<file path="src/rtl/frame_scroll_ctrl_if.sv">
`default_nettype none
// ============================================================================
// Module   : frame_scroll_ctrl_if
// Brief    : Config valid/ready port for the frame scroll controller.
// Revision : 1.0 - initial release
// ============================================================================
interface frame_scroll_ctrl_if;
    logic       cfg_valid;
    logic       cfg_ready;
    logic [3:0] cfg_speed;
    logic       cfg_dir;
    logic       cfg_pause;
    logic       cfg_step;

    modport master (
        output cfg_valid, cfg_speed, cfg_dir, cfg_pause, cfg_step,
        input  cfg_ready
    );

    modport slave (
        input  cfg_valid, cfg_speed, cfg_dir, cfg_pause, cfg_step,
        output cfg_ready
    );
endinterface
`default_nettype wire

</file>
<file path="src/rtl/frame_scroll_ctrl.sv">
`default_nettype none
// ============================================================================
// Module   : frame_scroll_ctrl
// Brief    : Frame-synchronous horizontal scroll controller. Config is held in
//            a shadow register and applied on the vsync leading edge.
//            Optional macro SCROLL_STEP_EN adds a single-step STEP state.
// Revision : 1.0 - initial release
// ============================================================================
module frame_scroll_ctrl #(
    parameter int H_ACTIVE  = 640,
    parameter bit VSYNC_ACT = 1'b0
) (
    input  wire logic           clk,
    input  wire logic           rst,
    input  wire logic           vsync,
    frame_scroll_ctrl_if.slave  cfg,
    output logic [10:0]         x_offset,
    output logic                frame_tick,
    output logic [7:0]          frame_count,
    output logic                paused
);

    localparam logic [11:0] C_H_ACTIVE = 12'(H_ACTIVE);

    typedef enum logic [1:0] {
        S_RUNNING = 2'd0,
        S_PAUSED  = 2'd1,
        S_STEP    = 2'd2
    } state_t;

    state_t      r_state;
    logic        r_vsync_q;
    logic [3:0]  r_speed;
    logic        r_dir;
    logic        r_pause;
    logic [3:0]  r_sh_speed;
    logic        r_sh_dir;
    logic        r_sh_pause;
    logic        r_pending;
    logic [10:0] r_x_offset;
    logic        r_frame_tick;
    logic [7:0]  r_frame_count;
    logic        r_paused;

    logic        w_edge;
    logic        w_hs;
    logic [3:0]  w_speed;
    logic        w_dir;
    logic        w_pause;
    logic        w_advance;
    logic [11:0] w_fwd_sum;
    logic [11:0] w_fwd;
    logic [11:0] w_rev;
    logic [11:0] w_next;
    logic        w_unused_msb;

`ifdef SCROLL_STEP_EN
    logic        r_sh_step;
    logic        w_step;
    assign w_step = r_pending & r_sh_step;
`else
    logic        w_unused_step;
    assign w_unused_step = cfg.cfg_step;
`endif

    assign w_edge = (vsync == VSYNC_ACT) && (r_vsync_q != VSYNC_ACT);
    assign w_hs   = cfg.cfg_valid && !r_pending;

    // Values that become active at this edge: the shadow wins when pending
    assign w_speed = r_pending ? r_sh_speed : r_speed;
    assign w_dir   = r_pending ? r_sh_dir   : r_dir;
    assign w_pause = r_pending ? r_sh_pause : r_pause;

    assign w_advance = !w_pause || (r_state == S_STEP);

    assign w_fwd_sum = {1'b0, r_x_offset} + {8'd0, w_speed};
    assign w_fwd     = (w_fwd_sum >= C_H_ACTIVE) ? (w_fwd_sum - C_H_ACTIVE) : w_fwd_sum;
    assign w_rev     = ({1'b0, r_x_offset} < {8'd0, w_speed})
                     ? ({1'b0, r_x_offset} + C_H_ACTIVE - {8'd0, w_speed})
                     : ({1'b0, r_x_offset} - {8'd0, w_speed});
    assign w_next       = w_dir ? w_rev : w_fwd;
    assign w_unused_msb = w_next[11];

    always_ff @(posedge clk) begin
        if (rst) begin
            r_state       <= S_RUNNING;
            r_vsync_q     <= !VSYNC_ACT;
            r_speed       <= 4'd1;
            r_dir         <= 1'b0;
            r_pause       <= 1'b0;
            r_sh_speed    <= 4'd0;
            r_sh_dir      <= 1'b0;
            r_sh_pause    <= 1'b0;
`ifdef SCROLL_STEP_EN
            r_sh_step     <= 1'b0;
`endif
            r_pending     <= 1'b0;
            r_x_offset    <= 11'd0;
            r_frame_tick  <= 1'b0;
            r_frame_count <= 8'd0;
            r_paused      <= 1'b0;
        end else begin
            r_vsync_q    <= vsync;
            r_frame_tick <= w_edge;

            // A handshake in the edge cycle is only possible when nothing was
            // pending, so it is kept for the next frame.
            if (w_hs) begin
                r_sh_speed <= cfg.cfg_speed;
                r_sh_dir   <= cfg.cfg_dir;
                r_sh_pause <= cfg.cfg_pause;
`ifdef SCROLL_STEP_EN
                r_sh_step  <= cfg.cfg_step;
`endif
                r_pending  <= 1'b1;
            end else if (w_edge) begin
                r_pending  <= 1'b0;
            end

            if (w_edge) begin
                r_frame_count <= r_frame_count + 8'd1;
                r_speed       <= w_speed;
                r_dir         <= w_dir;
                r_pause       <= w_pause;
                if (w_advance) begin
                    r_x_offset <= w_next[10:0];
                end
                if (!w_pause) begin
                    r_state  <= S_RUNNING;
                    r_paused <= 1'b0;
`ifdef SCROLL_STEP_EN
                end else if (r_state == S_PAUSED && w_step) begin
                    r_state  <= S_STEP;
                    r_paused <= 1'b0;
`endif
                end else begin
                    r_state  <= S_PAUSED;
                    r_paused <= 1'b1;
                end
            end
        end
    end

    assign cfg.cfg_ready = !r_pending;
    assign x_offset      = r_x_offset;
    assign frame_tick    = r_frame_tick;
    assign frame_count   = r_frame_count;
    assign paused        = r_paused;

endmodule
`default_nettype wire
</file>
<file path="src/flat_wrapper.sv">
// flat-port wrapper written by rule: the top's interface ports become plain ports
module frame_scroll_ctrl_flat 
#(
    parameter int H_ACTIVE  = 640,
    parameter bit VSYNC_ACT = 1'b0
)
  (clk, rst, vsync, x_offset, frame_tick, frame_count, paused, cfg_cfg_valid, cfg_cfg_speed, cfg_cfg_dir, cfg_cfg_pause, cfg_cfg_step, cfg_cfg_ready);
  frame_scroll_ctrl_if cfg_i ();
  input  wire logic clk;
  input  wire logic rst;
  input  wire logic vsync;
  output logic [10:0] x_offset;
  output logic frame_tick;
  output logic [7:0] frame_count;
  output logic paused;
  input wire logic [$bits(cfg_i.cfg_valid)-1:0] cfg_cfg_valid;
  input wire logic [$bits(cfg_i.cfg_speed)-1:0] cfg_cfg_speed;
  input wire logic [$bits(cfg_i.cfg_dir)-1:0] cfg_cfg_dir;
  input wire logic [$bits(cfg_i.cfg_pause)-1:0] cfg_cfg_pause;
  input wire logic [$bits(cfg_i.cfg_step)-1:0] cfg_cfg_step;
  output wire logic [$bits(cfg_i.cfg_ready)-1:0] cfg_cfg_ready;
  assign cfg_i.cfg_valid = cfg_cfg_valid;
  assign cfg_i.cfg_speed = cfg_cfg_speed;
  assign cfg_i.cfg_dir = cfg_cfg_dir;
  assign cfg_i.cfg_pause = cfg_cfg_pause;
  assign cfg_i.cfg_step = cfg_cfg_step;
  assign cfg_cfg_ready = cfg_i.cfg_ready;
  frame_scroll_ctrl #(.H_ACTIVE(H_ACTIVE), .VSYNC_ACT(VSYNC_ACT)) u_core (.clk(clk), .rst(rst), .vsync(vsync), .cfg(cfg_i), .x_offset(x_offset), .frame_tick(frame_tick), .frame_count(frame_count), .paused(paused));
endmodule
</file>
<file path="config.mk">
export PLATFORM = sky130hd
export DESIGN_NAME = frame_scroll_ctrl_flat
export DESIGN_NICKNAME = d
export VERILOG_FILES = /design/src/rtl/frame_scroll_ctrl_if.sv /design/src/rtl/frame_scroll_ctrl.sv /design/src/flat_wrapper.sv
export SDC_FILE = /design/constraint.sdc
export NUM_CORES = 1
export LEC_CHECK = 0
export CORE_ASPECT_RATIO = 0.9
export CORE_MARGIN = 5
export CORE_UTILIZATION = 50
export CTS_BUF_LIST = sky130_fd_sc_hd__clkbuf_4
export DETAILED_ROUTE_END_ITERATION = 6
export GPL_TIMING_DRIVEN = 0
export PLACE_DENSITY_LB_ADDON = 0.2
export SETUP_SLACK_MARGIN = 0.2
export SKIP_CTS_REPAIR_TIMING = 1
export SYNTH_ARGS = -nofsm -noshare
export SYNTH_HDL_FRONTEND = slang
export SYNTH_SLANG_ARGS = --single-unit
</file>
<file path="constraint.sdc">
create_clock -name clk -period 5.7 [get_ports clk]
set_input_delay 1.14 -clock clk [delete_from_list [all_inputs] [get_ports clk]]
set_output_delay 1.14 -clock clk [all_outputs]
set_load 0.02 [all_outputs]
</file>
==> flow_metrics.py, run 1 <==
metrics = {
    "critical_path": {
        "rrSetupSlack_ns": 2.07,
        "cp_max_fo": 10,
        "worstSetupEndpointType": "register",
        "cp.arrival_ns": 3.89,
        "crit_path_start_kind": "register",
        "path_class": "register to register",
        "crit_required_ns": 5.96,
    },
    "pwr": {
        "power.leakage_nw": 1.25,
        "clockPowerShare_pct": 26.8,
        "seqPwrFrac_pct": 31.7,
        "p_comb_share_pct": 41.6,
        "power_density_nw_per_um2": 273,
        "total_power_uw": 870,
        "power.net_switching_uw": 325,
        "switching_share_pct": 37.3,
        "ir_worst_vdd_v": 0.000168,
        "p_int_uw": 545,
    },
    "synthesis": {
        "synth_compound_area_share_pct": 24.1,
        "syn_inst": 322,
        "synth_fa_ha_area_share_pct": 17.2,
        "syn_area_um2": 2690,
        "synthMuxAreaShare_pct": 5.34,
        "synthXorXnorAreaFrac_pct": 4.23,
        "synth_top_family_by_area": "compound AO/OA/AOI/OAI gates",
        "synth_edf_count": 0,
        "ys_ff_latch": 34,
        "ys_warn_count": 0,
        "ys_types": 58,
        "ys_seq_area_share_pct": 25.3,
        "yosys.area_share.simple_pct": 18.6,
        "synthFlopType": "dfxtp_1",
        "synth.avg_cell_area_um2": 8.37,
        "syn_nets": 367,
        "async_flop_share_pct": 0,
    },
    "cts": {
        "clk_pin_slew_ns": 0.13,
        "cts_tree": "done",
        "cts_made_buffers": 5,
        "cts_max_path_buffers": 2,
        "htree_num_levels": 2,
        "clock-sinks": 34,
        "root_buffer": "clkbuf_4",
        "clk_latency_ns": 0.35,
    },
    "global_route": {
        "grt_pass1_vias": 2211,
        "grt_pass1_wl_mm": 10.7,
        "grt_overflow_total": 0,
        "grt_max_degree": 13,
        "track_usage_pct": 19.6,
        "antenna_found_initial": 0,
    },
    "flow_run": {
        "maxCapViolations": 0,
    },
    "floorplan": {
        "rows": 25,
        "die_w_um": 87.4,
        "initial_core_util_pct": 51.3,
        "num_io_pins": 33,
        "die-area_um2": 6960,
        "fp.dieH_um": 79.6,
        "coreArea_um2": 5260,
    },
    "detailed_routing": {
        "dr_wl_met3_um": 435,
        "m1WireLength_mm": 3.07,
        "drc_errors": 0,
        "via_count": 2471,
        "viasPerCell": 5.79,
        "top_layer": "met4",
        "dr.pass1.iters": 5,
        "drt_iter0_markers": 121,
        "wl_met2_mm": 3.08,
        "routedWlPerCell_um": 15.6,
        "wl_mm": 6.66,
        "postRouteAntennaNets": 0,
    },
    "min_path": {
        "hold_path.class": "register to register",
    },
    "sta": {
        "timing.final.crit_share_pct": 63.6,
        "tns_ns": 0,
        "post-route-min-period_ns": 3.63,
        "rsz0062_at_grt": "false",
        "hold_violations": 0,
        "fin_worst_skew_ns": 0.0164,
        "maxSlewViolCount": 0,
        "tightest_slew_ns": 0.625,
        "fmax_mhz": 276,
        "setup_violations": 0,
        "slew_headroom_pct": 58.4,
        "hold_slack_ns": 0.464,
    },
    "status": {
        "run_status": "complete, no violations",
    },
    "placement": {
        "dp_cells": 419,
        "dp_hpwl_mm": 5.09,
        "port_buffers": 30,
        "routabilityCongestion": 0.856,
    },
    "finish": {
        "final_cells": 427,
        "diodes": 0,
        "area_growth_pct": 18.2,
        "drive_above_1_share_pct": 7.78,
        "layout.nets": 404,
    },
}
## layout by cell type, fill, tap and decap left out, types with 2 or more instances in the layout
master / instances
dfxtp_1: 34
nor2_1: 32
nand2_1: 30
clkdlybuf4s50_1: 30
ha_1: 29
inv_1: 23
a21oi_1: 18
o21ai_0: 16
mux2i_1: 11
clkbuf_1: 9
o211ai_1: 8
xor2_1: 7
nand3_1: 7
a211oi_1: 7
xnor2_1: 6
nor3_1: 6
nor2b_1: 5
nand4_1: 5
fa_1: 5
clkbuf_4: 5
buf_2: 4
nand2b_1: 4
mux2_2: 3
a31oi_1: 3
or3_1: 3
o21bai_1: 3
a2bb2oi_1: 3
a41oi_1: 2
and2_1: 2
and3_1: 2
o32ai_1: 2
o2111a_1: 2
a2111oi_2: 2
a21o_1: 2
o22ai_1: 2
bufinv_16: 2
## cells in the mapped netlist (3+ instances only)
cell        n  area, µm²
nor2b_1     5       31.3
dfxtp_1    34        681
nor2_1     32        120
nand3_1     7       35.0
xor2_1      7       61.3
a2bb2oi_1   3       26.3
xnor2_1     6       52.6
buf_2       4       20.0
o21ai_0    16       80.1
nand4_1     5       31.3
o211ai_1    8       60.1
a21oi_1    18       90.1
a31oi_1     3       18.8
mux2_2      3       33.8
nand2b_1    4       25.0
clkbuf_1    9       33.8
a211oi_1    7       52.6
inv_1      23       86.3
or3_1       3       18.8
fa_1        5        100
o21bai_1    3       22.5
ha_1       29        363
nand2_1    30        113
nor3_1      6       30.0
mux2i_1    11        110
## power groups by stage
stage	Combinational (mW)	Sequential [mW]	Clock, mW
finish	0.362	0.275	0.233
global route	0.399	0.278	0.247
CTS	0.359	0.275	0.238
detailed placement	0.356	0.280	0
global placement	0.351	0.280	0
floorplan	0.254	0.288	0
## through the flow
step           utilization, %  instance area [µm²]  setup slack [ns]
6_report                 60.6                 3180              2.07
5_1_grt                  60.6                 3180              1.83
4_1_cts                  60.6                 3180              2.08
3_5_place_dp             58.6                 3080              2.13
3_3_place_gp             58.6                 3080              2.10
2_1_floorplan               -                 2690              2.48
## worst paths after layout
| kind | start | to | depth (start not counted) |
|---|---|---|---|
| max reg2reg | u_core.r_pending | u_core.x_offset[7] | 12 |
| max | u_core.r_pending | u_core.x_offset[7] | 12 |
| min reg2reg | u_core.r_vsync_q | u_core.frame_tick | 2 |
| min | u_core.r_vsync_q | u_core.frame_tick | 2 |
## area by class of cell
class | instances | area (µm²)
timing repair buffer | 30 | 300
buffer | 13 | 53.8
fill | 484 | 2070
tap | 67 | 83.8
clock buffer | 5 | 37.5
clock inverter | 3 | 68.8
sequential | 34 | 681
multi-input combinational | 251 | 1870
inverter | 24 | 90.1
## sequential cells by signal, indices dropped and copies added, names as in the netlist
| register | count |
|---|---|
| u_core.x_offset | 11 |
| u_core.frame_count | 8 |
| u_core.r_sh_speed | 4 |
| u_core.r_speed | 4 |
| u_core.frame_tick | 1 |
| u_core.paused | 1 |
| u_core.r_dir | 1 |
| u_core.r_pending | 1 |
| u_core.r_sh_dir | 1 |
| u_core.r_sh_pause | 1 |
| u_core.r_vsync_q | 1 |
## per-layer routing
layer / global-route usage [%] / vias to the layer above
li1: - / 1233
met1: 27.2 / 1160
met2: 30.5 / 71
met3: 4.23 / 7
met4: 5.21 / 0
met5: 0 / -
## worst max-delay path: stages (launching register included)
cell       delay, ns
dfxtp_1         0.32
buf_2           0.26
mux2i_1         0.50
ha_1            0.34
ha_1            0.23
fa_1            0.41
a21oi_1         0.18
o21bai_1        0.12
a221o_1         0.33
xnor2_1         0.15
a211oi_1        0.23
o21ai_0         0.13
a2111oi_2       0.36
## kinds of logic (layout without fill, tap and decap cells)
| family | after synthesis | in the layout |
|---|---|---|
| xor+xnor | 13 | 13 |
| flops | 34 | 34 |
| mux | 14 | 14 |
| buf+inv | 37 | 75 |
| fa+ha+maj | 34 | 34 |
| compound gates | 86 | 86 |
| simple gates | 104 | 104 |
Note: power is estimated with default switching activity, not from simulation.
==> inputs of run 2 (changes only) <==
==> constraint.sdc (replaced) <==
create_clock -name clk -period 3.03 [get_ports clk]
set_input_delay 0.606 -clock clk [delete_from_list [all_inputs] [get_ports clk]]
set_output_delay 0.606 -clock clk [all_outputs]
set_load 0.02 [all_outputs]
==> run 2 against run 1 <==
Count of clock-buffer cells in the layout unchanged; final cell count grew 4.7%; first-iteration DRC count up 25%; core utilization rose by 8.3 points; the run now ends with negative setup slack left; clock power is 9.0% higher; sequential power grew 91%; critical path type unchanged; largest cell class unchanged; clock skew decreased by 0.014 ns; via count rose by 4.3%.
==> flow_metrics.py, run 2 (synthesis gave the netlist of run 1 again) <==
metrics = {
    "cts": {
        "cts_tree": "done",
        "clock-sinks": 34,
        "cts_made_buffers": 5,
        "clk_latency_ns": 0.34,
        "cts_max_path_buffers": 2,
        "clk_pin_slew_ns": 0.11,
        "root_buffer": "clkbuf_4",
        "htree_num_levels": 2,
    },
    "floorplan": {
        "die_w_um": 87.4,
        "die-area_um2": 6960,
        "coreArea_um2": 5260,
        "fp.dieH_um": 79.6,
        "initial_core_util_pct": 51.3,
        "rows": 25,
        "num_io_pins": 33,
    },
    "min_path": {
        "hold_path.class": "register to register",
    },
    "sta": {
        "slew_headroom_pct": 58.4,
        "timing.final.crit_share_pct": 103,
        "maxSlewViolCount": 0,
        "tightest_slew_ns": 0.624,
        "fin_worst_skew_ns": 0.00245,
        "fmax_mhz": 320,
        "rsz0062_at_grt": "true",
        "timing.final.ws_setup_ns": -0.0915,
        "setup_violations": 3,
        "hold_violations": 0,
        "post-route-min-period_ns": 3.12,
    },
    "finish": {
        "drive_above_1_share_pct": 21.6,
        "largest_reg_flops": 11,
        "fin_area_um2": 3620,
        "diodes": 0,
        "area_growth_pct": 34.4,
        "final_common_cell": "dfxtp_1",
        "final_cells": 447,
        "final_cell_mix": "dfxtp_1 (33), nor2_1 (32), clkdlybuf4s50_1 (30), nand2_1 (29)",
        "final_util_pct": 68.9,
        "layout.nets": 424,
    },
    "critical_path": {
        "cp_slowest_stage_delay_ns": 0.42,
        "reg2regPathDepth": 12,
        "cp.arrival_ns": 3.38,
        "cp_max_fo": 10,
        "cpMostUsedCell": "buf_12",
        "worst_r2r_endpoint": "u_core.x_offset[7]",
        "cp_num_buf_inv": 2,
        "cp_slowest_cell": "fa_2",
        "worst-path-stages": 12,
        "reg2reg_from": "u_core.r_pending",
        "cp_top_family": "compound AO/OA/AOI/OAI gates",
        "crit_path_start_kind": "register",
        "worstPathCellList": "buf_12 -> buf_12 -> mux2i_4 -> ha_4 -> fa_2 -> a21oi_2 -> o21bai_2 -> a221o_1 -> xnor2_2 -> a211oi_2 -> o21ai_1 -> a2111oi_2",
        "crit_required_ns": 3.28,
        "path_class": "register to register",
        "rrSetupSlack_ns": -0.09,
        "crit_start": "u_core.r_pending",
        "worstSetupEndpointType": "register",
        "critPathCapture": "u_core.x_offset[7]",
    },
    "pwr": {
        "ir_worst_vdd_v": 0.000265,
        "power_density_nw_per_um2": 460,
        "total_power_mw": 1.67,
        "power.leakage_nw": 1.39,
    },
    "status": {
        "run_status": "complete, but fails checks",
        "violations": "negative setup slack",
    },
    "global_route": {
        "grt_max_degree": 12,
        "antenna_found_initial": 0,
        "grt_overflow_total": 0,
        "grt_pass1_vias": 2143,
        "track_usage_pct": 19.6,
        "grt_pass1_wl_mm": 10.8,
    },
    "detailed_routing": {
        "routedWlPerCell_um": 16.4,
        "postRouteAntennaNets": 0,
        "drc_errors": 0,
        "drt_iter0_markers": 151,
        "dr.pass1.iters": 5,
        "wl_mm": 7.32,
        "viasPerCell": 5.77,
        "via_count": 2578,
    },
    "placement": {
        "routabilityCongestion": 0.919,
        "dp_cells": 419,
        "port_buffers": 30,
        "dp_hpwl_mm": 5.10,
        "place_area_um2": 3150,
    },
    "flow_run": {
        "maxCapViolations": 0,
    },
}
run 2: layout make-up:
class,instances,area [µm²]
multi-input combinational,251,2140
fill,408,1630
sequential,34,684
timing repair buffer,50,494
inverter,24,90.1
tap,67,83.8
buffer,13,75.1
clock buffer,5,37.5
clock inverter,3,16.3
run 2: through the flow:
stage               setup TNS, ns  worst slack [ns]  hold WS (ns)
global route               -0.498            -0.271         0.497
finish                     -0.132           -0.0915         0.467
floorplan                       0             0.147         0.429
global placement           -0.756            -0.283         0.441
CTS                        -0.971            -0.357         0.473
detailed placement         -0.919            -0.336         0.457
run 2: worst min path at each step:
stage | endpoint | slack, ns | cells past startpoint | startpoint
floorplan | u_core.frame_tick | 0.43 | 2 | u_core.r_vsync_q
global placement | u_core.frame_tick | 0.44 | 2 | u_core.r_vsync_q
detailed placement | u_core.frame_tick | 0.46 | 2 | u_core.r_vsync_q
CTS | u_core.frame_tick | 0.47 | 2 | u_core.r_vsync_q
global route | u_core.frame_tick | 0.50 | 2 | u_core.r_vsync_q
finish | u_core.frame_tick | 0.47 | 2 | u_core.r_vsync_q
run 2: power breakdown:
group          switching, mW  internal (mW)
registers             0.0485          0.478
logic                  0.460          0.425
clock network          0.168         0.0862
run 2: worst min-delay path: stages, from the launching register on:
cell     delay, ns
dfxtp_1       0.33
inv_1         0.07
nor2_1        0.04
run 2: layer usage:
metal	vias up	part of all wire (%)	GRT usage, %
met5	-	0	0
li1	1275	-	-
met2	81	45	27.8
met4	0	1.1	4.75
met1	1212	48	30.7
met3	10	6.3	2.89
==> inputs of run 3 (changes only) <==
--- a/config.mk
+++ b/config.mk
@@ -11,7 +11,7 @@
 export CTS_BUF_LIST = sky130_fd_sc_hd__clkbuf_4
 export DETAILED_ROUTE_END_ITERATION = 6
 export GPL_TIMING_DRIVEN = 0
-export PLACE_DENSITY_LB_ADDON = 0.2
+export PLACE_DENSITY_LB_ADDON = 0.1
 export SETUP_SLACK_MARGIN = 0.2
 export SKIP_CTS_REPAIR_TIMING = 1
 export SYNTH_ARGS = -nofsm -noshare
==> run 3 against run 2 <==
The flow still finishes with violations (negative setup slack); die area did not move; fmax is 0.44% lower; sequential share of layout area grew 0.29 points; first-iteration DRC count is 16% lower; setup slack got worse by 0.014 ns; final cell count shrank 0.22%; count of clock-buffer cells in the layout unchanged; clock skew is 0.011 ns higher; largest power group unchanged; clock power hardly changed; flip-flop and latch count unchanged; largest cell class unchanged; cell area is 1.5% lower.
==> flow_metrics.py, run 3 (synthesis gave the netlist of run 1 again) <==
metrics = {
    "detailed_routing": {
        "wl_mm": 7.32,
        "dr.pass1.iters": 4,
        "postRouteAntennaNets": 0,
        "viasPerCell": 5.66,
        "routedWlPerCell_um": 16.4,
        "via_count": 2524,
        "drc_errors": 0,
        "drt_iter0_markers": 127,
    },
    "sta": {
        "fin_worst_skew_ns": 0.0131,
        "setup_violations": 3,
        "post-route-min-period_ns": 3.14,
        "timing.final.ws_setup_ns": -0.105,
        "timing.final.crit_share_pct": 103,
        "fmax_mhz": 319,
        "rsz0062_at_grt": "true",
        "hold_slack_ns": 0.471,
        "tightest_slew_ns": 0.623,
        "hold_violations": 0,
        "maxSlewViolCount": 0,
        "slew_headroom_pct": 58.4,
    },
    "global_route": {
        "grt_pass1_wl_mm": 11.1,
        "grt_max_degree": 12,
        "antenna_found_initial": 0,
        "track_usage_pct": 20.3,
        "grt_pass1_vias": 2199,
        "grt_overflow_total": 0,
    },
    "finish": {
        "area_growth_pct": 32.4,
        "final_cell_mix": "dfxtp_1 (33), nor2_1 (32), clkdlybuf4s50_1 (30), nand2_1 (29)",
        "final_cells": 446,
        "final_common_cell": "dfxtp_1",
        "drive_above_1_share_pct": 19.8,
        "layout.nets": 423,
        "diodes": 0,
        "largest_reg_flops": 11,
    },
    "placement": {
        "port_buffers": 30,
        "dp_cells": 419,
        "routabilityCongestion": 0.932,
        "dp_hpwl_mm": 5.23,
    },
    "cts": {
        "root_buffer": "clkbuf_4",
        "clk_pin_slew_ns": 0.12,
        "clock-sinks": 34,
        "cts_max_path_buffers": 2,
        "htree_num_levels": 2,
        "cts_tree": "done",
        "cts_made_buffers": 5,
        "clk_latency_ns": 0.35,
    },
    "critical_path": {
        "worstSetupEndpointType": "register",
        "crit_required_ns": 3.28,
        "crit_path_start_kind": "register",
        "cp.arrival_ns": 3.39,
        "cp_slowest_stage_delay_ns": 0.39,
        "cp_slowest_cell": "dfxtp_4",
        "cp_max_fo": 5,
        "cpMostUsedCell": "ha_4",
        "worstPathCellList": "buf_12 -> mux2i_4 -> ha_4 -> ha_4 -> fa_2 -> a21oi_2 -> o21bai_2 -> a221o_1 -> xnor2_2 -> a211oi_2 -> o21ai_1 -> a2111oi_2",
        "path_class": "register to register",
    },
    "min_path": {
        "hold_path.class": "register to register",
    },
    "floorplan": {
        "num_io_pins": 33,
        "rows": 25,
        "fp.dieH_um": 79.6,
        "die-area_um2": 6960,
        "initial_core_util_pct": 51.3,
        "die_w_um": 87.4,
        "coreArea_um2": 5260,
    },
    "pwr": {
        "ir_worst_vdd_v": 0.000223,
        "power_density_nw_per_um2": 464,
        "power.leakage_nw": 1.38,
        "total_power_mw": 1.66,
    },
    "flow_run": {
        "maxCapViolations": 0,
    },
    "status": {
        "violations": "negative setup slack",
        "run_status": "complete, but fails checks",
    },
}
[run 3: routing by layer]
metal  up-vias  GRT usage, %  wire (µm)
met2        77          30.0       3320
met1      1180          30.6       3570
met5         -             0          0
met3         4          3.61        378
met4         0          4.14         59
li1       1263             -          -
[run 3: cell type report]
type / count / area [µm²]
Sequential cell: 34 / 684
Fill cell: 456 / 1690
Timing Repair Buffer: 49 / 460
Tap cell: 67 / 83.8
Multi-Input combinational cell: 251 / 2120
Inverter: 24 / 90.1
Buffer: 13 / 75.1
Clock inverter: 3 / 16.3
Clock buffer: 5 / 37.5
[run 3: worst paths after layout]
check / cells after the start / slack, ns / endpoint / start
max: 12 / -0.11 / u_core.x_offset[7] / u_core.r_pending
min reg2reg: 2 / 0.47 / u_core.frame_tick / u_core.r_vsync_q
min: 2 / 0.47 / u_core.frame_tick / u_core.r_vsync_q
max reg2reg: 12 / -0.11 / u_core.x_offset[7] / u_core.r_pending
[run 3: critical path: cells and delay by family (launching register included)]
family | cells | cell delay [ns]
AOI/OAI and AO/OA | 6 | 1.26
xor gates and xnor gates | 1 | 0.17
adders and majority gates | 3 | 0.80
buffers and inverters | 1 | 0.13
DFF | 1 | 0.39
muxes | 1 | 0.28
[run 3: metrics by stage]
stage               setup TNS, ns  worst slack [ns]  utilization (%)  instance area [µm²]
floorplan                       0             0.147                -                 2760
global placement           -0.824            -0.311             59.9                 3150
detailed placement         -0.868            -0.347             59.9                 3150
CTS                        -0.937            -0.370             60.9                 3200
global route               -0.768            -0.294             67.9                 3570
finish                     -0.256            -0.105             67.9                 3570
[run 3: where the power goes]
part           switching [mW]  total, mW  leakage, nW  internal [mW]
combinational           0.457      0.876         1.07          0.419
sequential             0.0479      0.526        0.279          0.478
clock                   0.167      0.253       0.0286         0.0862
total                   0.672       1.66         1.38          0.983
==> RTL change 1 (flow settings as in run 2) <==
Build with the macro `SCROLL_STEP_EN` defined.
--- a/src/rtl/frame_scroll_ctrl.sv
+++ b/src/rtl/frame_scroll_ctrl.sv
@@ -7,4 +7,6 @@
 // Revision : 1.0 - initial release
 // ============================================================================
+`define SCROLL_STEP_EN
+
 module frame_scroll_ctrl #(
     parameter int H_ACTIVE  = 640,
Function: changed (Yosys sat finds a counterexample within 10 cycles, from zero or initial values and one cycle with rst high).
==> RTL change 1 against run 2 <==
Global-route usage up 0.66 points. Non-clock buffer count is 2 lower. Synthesized cell count grew 8.4%. Final area up 4.4%. Setup slack better by 200 ps. Via count up 8.0%. Synthesized area rose by 7.9%. Largest cell class unchanged. Routed wire length grew 11%. Sequential cell count is 3 higher. Total power rose by 7.0%. Critical path depth unchanged.
==> RTL change 1: results (changes against run 2) <==
status: complete, no violations
met3 demand-to-capacity share in global routing: 4.17% (+1.3 points)
maximum clock skew at final layout: 18.3 ps (+15.8 ps)
number of global-route vias before repair: 2524 (+18%)
PortBufs: 31 (+3.3%)
total global routing track utilization: 20.3% (+0.66 points)
Inserted Clock Buffers: 5 (unchanged)
placement-stage cell area: 0.00332 mm^2 (+5.4%)
fraction of registers with async set/reset: 0% (unchanged)
max FFs per register: 11 (unchanged)
detailed-placement wirelength estimate: 5650 um (+11%)
Hold Path Class: reg2reg
net count of the finished layout: 448 (+5.7%)
number of detailed-routing iterations run before antenna repair: 5 (unchanged)
Clock Root Buffer: clkbuf_4
antenna violations before repair: 0 (unchanged)
Diodes inserted: 0 (unchanged)
Net Count, Synth: 394 (+7.4%)
weighted congestion at the end of routability-driven global placement: 0.871 (-5.2%)
clock-pin slew of the registers on the worst-case setup and hold paths: 120 ps
fraction of final layout cells sized beyond drive strength 1: 20.3% (-1.3 points)
Power Internal: 1.05 mW (+6.2%)
count of endpoints failing hold in the final timing report: 0 (unchanged)
CTS HTree Levels: 2 (unchanged)
sequential element share of the synthesized area: 25.5% (+0.22 points)
average via count per standard cell: 5.87 (+1.8%)
GR Layer Usage met2: 33.8% (+6.0 points)
cell types with the largest area share after synthesis: dfxtp_1, ha_1, mux2i_1
initial drt markers: 250 (+66%)
post-synthesis cell type count: 64 (+10%)
static leakage: 1.47 nW (+6.1%)
CTS Buffer Depth: 2 (unchanged)
Top Usage Layer GRT: met2
Synth Warn #: 0 (unchanged)
start point of the critical path: u_core.r_pending
Avg WL per Cell: 17.1 um (+4.6%)
clock latency reported for the late side of the worst-skew pair: 350 ps
Data arrival, critical path: 3200 ps (-180 ps)
critical path fanouts, max: 5 (-5)
Worst slew margin: 58.5% (+0.079 points)
met1 usage: 27.7% (-3.0 points)
beginning of the worst hold path: u_core.r_vsync_q
first-pass GRT wire length: 12300 um (+14%)
most frequent cells after synthesis: dfxtp_1, nor2_1, ha_1
largest net degree at the start of global routing: 12 (unchanged)
peak supply drop: 0.000285 V (+7.3%)
==> RTL change 1: final timing paths <==
kind,to,cells after the start,slack (ps)
hold reg to reg,u_core.frame_tick,2,470
setup / recovery,u_core.x_offset[9],12,100
setup reg to reg,u_core.x_offset[9],12,100
hold / removal,u_core.frame_tick,2,470
==> RTL change 1: metrics by stage <==
step	cells	worst slack [ps]
2_1_floorplan	349	209
3_3_place_gp	450	-273
3_5_place_dp	450	-205
4_1_cts	458	-232
5_1_grt	474	-7.40
6_report	474	104
==> RTL change 1: cell families (layout without fill, tap and decap cells) <==
group                      Yosys count  after routing  share of synthesized area [%]
adders and majority gates           34             34                           15.9
buffers and inverters               38             93                           6.20
muxes                               18             18                           6.33
and+or+nand+nor                    125            125                           23.1
AOI/OAI and AO/OA                   82             82                           18.2
DFF                                 37             37                           25.5
xor gates and xnor gates            15             15                           4.78
==> RTL change 1: critical path: stages, from the launching register on <==
cell and delay [ps]:
dfxtp_4 380, buf_12 140, mux2i_4 210, buf_4 150, buf_6 110, buf_6 100, fa_2 370, nor2_4 140
o2111ai_4 140, xnor2_2 200, ha_2 210, or4_1 490, a31oi_1 200
==> RTL change 1: power by group through the flow <==
stage | logic, mW | registers (mW) | clock network, mW
after detailed placement | 0.767 | 0.577 | 0
final | 0.939 | 0.574 | 0.270
after CTS | 0.773 | 0.565 | 0.276
after global routing | 1.02 | 0.580 | 0.303
after global placement | 0.760 | 0.575 | 0
after floorplan | 0.540 | 0.595 | 0
==> RTL change 1: routing by layer <==
metal  routed length [um]  up-vias  share of wire, %
met3                  562       12               6.9
met5                    0        -                 0
met1                 3740     1314                46
met2                 3710      108                46
met4                  104        0               1.3
li1                     -     1349                 -
==> RTL change 1: layout make-up <==
type	count	area (um^2)
Buffer	14	105
Clock buffer	6	45.0
Clock inverter	2	10.0
Fill cell	484	1880
Inverter	24	90.1
Multi-Input combinational cell	274	2240
Sequential cell	37	744
Tap cell	70	87.6
Timing Repair Buffer	47	455
==> RTL change 2 (settings of run 2) <==
Made on the original files. Put one more register stage on the output `frame_count`, with the module's reset. The value now appears one clock later. The other outputs are not delayed to match.
--- a/src/rtl/frame_scroll_ctrl.sv
+++ b/src/rtl/frame_scroll_ctrl.sv
@@ -145,5 +145,11 @@
     assign x_offset      = r_x_offset;
     assign frame_tick    = r_frame_tick;
-    assign frame_count   = r_frame_count;
+    always_ff @(posedge clk) begin
+        if (rst) begin
+            frame_count <= '0;
+        end else begin
+            frame_count <= r_frame_count;
+        end
+    end
     assign paused        = r_paused;
 
Function: changed (a bounded check fails within 4 cycles, from zero or initial values and one cycle with rst high).
==> RTL change 2 against run 2 <==
Routed wire length grew 8.2%. Sequential cell count up 8. Setup slack gained 220 ps. Total power rose by 0.26%. Final area grew 7.2%. Count of clock-buffer cells in the layout stayed put. Maximum frequency is 7.6% higher. Final cell count grew 8.1%. Synthesized area up 11%.
==> RTL change 2: results (changes against run 2) <==
average cell area after synthesis: 8.44 um^2 (+0.86%)
sequential element share of the synthesized area: 28.1% (+2.8 points)
PortBufs: 31 (+3.3%)
post-synthesis cell type count: 59 (+1.7%)
number of detailed-routing iterations run before antenna repair: 4 (-1)
static leakage: 1.50 nW (+8.1%)
initial drt markers: 145 (-4.0%)
largest net degree at the start of global routing: 13 (+1)
cell types with the largest area share after synthesis: dfxtp_1, ha_1, mux2i_1
first-pass GRT wire length: 12200 um (+13%)
weighted congestion at the end of routability-driven global placement: 0.899 (-2.2%)
status: complete, no violations
total global routing track utilization: 19.2% (-0.44 points)
critical path fanouts, max: 6 (-4)
Cell Count, Final, Fillers Out: 483 (+8.1%)
clock-pin slew of the registers on the worst-case setup and hold paths: 130 ps (+20 ps)
number of global-route vias before repair: 2536 (+18%)
detailed-placement wirelength estimate: 5500 um (+7.9%)
crit-path max cell delay: 350 ps (-70 ps)
Net Count, Synth: 400 (+9.0%)
maximum clock skew at final layout: 16.9 ps (+14.4 ps)
Avg WL per Cell: 16.4 um (about the same)
average via count per standard cell: 5.75 (-0.24%)
final-layout fill cell count: 464 (+14%)
Power Internal: 1.02 mW (+3.1%)
fraction of final layout cells sized beyond drive strength 1: 17.2% (-4.4 points)
Data arrival, critical path: 3120 ps (-260 ps)
worst setup slack after placement: -227 ps (+109 ps)
Worst slew margin: 61.3% (+2.9 points)
-- RTL change 2: changes by cell type after synthesis, moves of 5 or more --
cell,delta
dfxtp_1,+8
mux2i_1,+5
nand3b_1,+5
nor2b_1,+7
xnor2_1,+5
-- RTL change 2: final timing paths --
check,end,depth (start not counted),slack (ps),startpoint
max,u_core.x_offset[9],12,130,u_core.r_pending
min,u_core.r_speed[0],2,480,u_core.r_speed[0]
max reg2reg,u_core.x_offset[9],12,130,u_core.r_pending
min reg2reg,u_core.r_speed[0],2,480,u_core.r_speed[0]
-- RTL change 2: logic make-up (layout without fill, tap and decap cells) --
kind of cell / Yosys count / count (layout) / share of synthesized area [%]
compound gates: 77 / 77 / 18.0
xor+xnor: 17 / 17 / 4.97
fa+ha+maj: 34 / 34 / 15.5
buf+inv: 37 / 95 / 4.85
flops: 42 / 42 / 28.1
mux: 19 / 19 / 6.60
simple gates: 129 / 129 / 22.0
-- RTL change 2: final cells by class --
class / count / share of cell area (%)
well taps: 70 / 2.26
inverters: 20 / 1.93
repair buffers: 51 / 12.3
flip-flops and latches: 42 / 21.7
clock buffers: 5 / 0.967
clock inverters: 2 / 0.258
multi-input cells: 276 / 58.3
plain buffers: 17 / 2.29
-- RTL change 2: routing by layer --
| layer | up-vias | share of wire (%) | global-route usage, % |
|---|---|---|---|
| met1 | 1325 | 46 | 26.3 |
| li1 | 1364 | - | - |
| met2 | 78 | 48 | 31.2 |
| met3 | 12 | 5.0 | 3.89 |
| met5 | - | 0 | 0 |
| met4 | 0 | 1.7 | 3.70 |
-- RTL change 2: stage by stage --
step / TNS (ps) / area [um^2] / power [mW]
2_1_floorplan: 0 / 3030 / 1.10
3_3_place_gp: -545 / 3430 / 1.25
3_5_place_dp: -670 / 3430 / 1.27
4_1_cts: -775 / 3480 / 1.52
5_1_grt: -14.7 / 3880 / 1.77
6_report: 0 / 3880 / 1.67
-- RTL change 2: power by group through the flow --
stage	Combinational (mW)	Sequential, mW	Clock, mW
2_1_floorplan	0.456	0.639	0
4_1_cts	0.643	0.615	0.265
5_1_grt	0.852	0.625	0.293
3_3_place_gp	0.627	0.626	0
3_5_place_dp	0.639	0.628	0
6_report	0.784	0.621	0.264
-- RTL change 2: worst reg2reg max path, stage by stage, from the launching register on --
cell       delay (ps)
dfxtp_2           350
buf_8             140
mux2i_4           270
buf_6             130
ha_4              220
nor3b_4           230
o21ai_4           110
a21boi_2          220
buf_4             150
mux2_4            310
a31o_1            210
a2111oi_4         320
o32ai_2           150
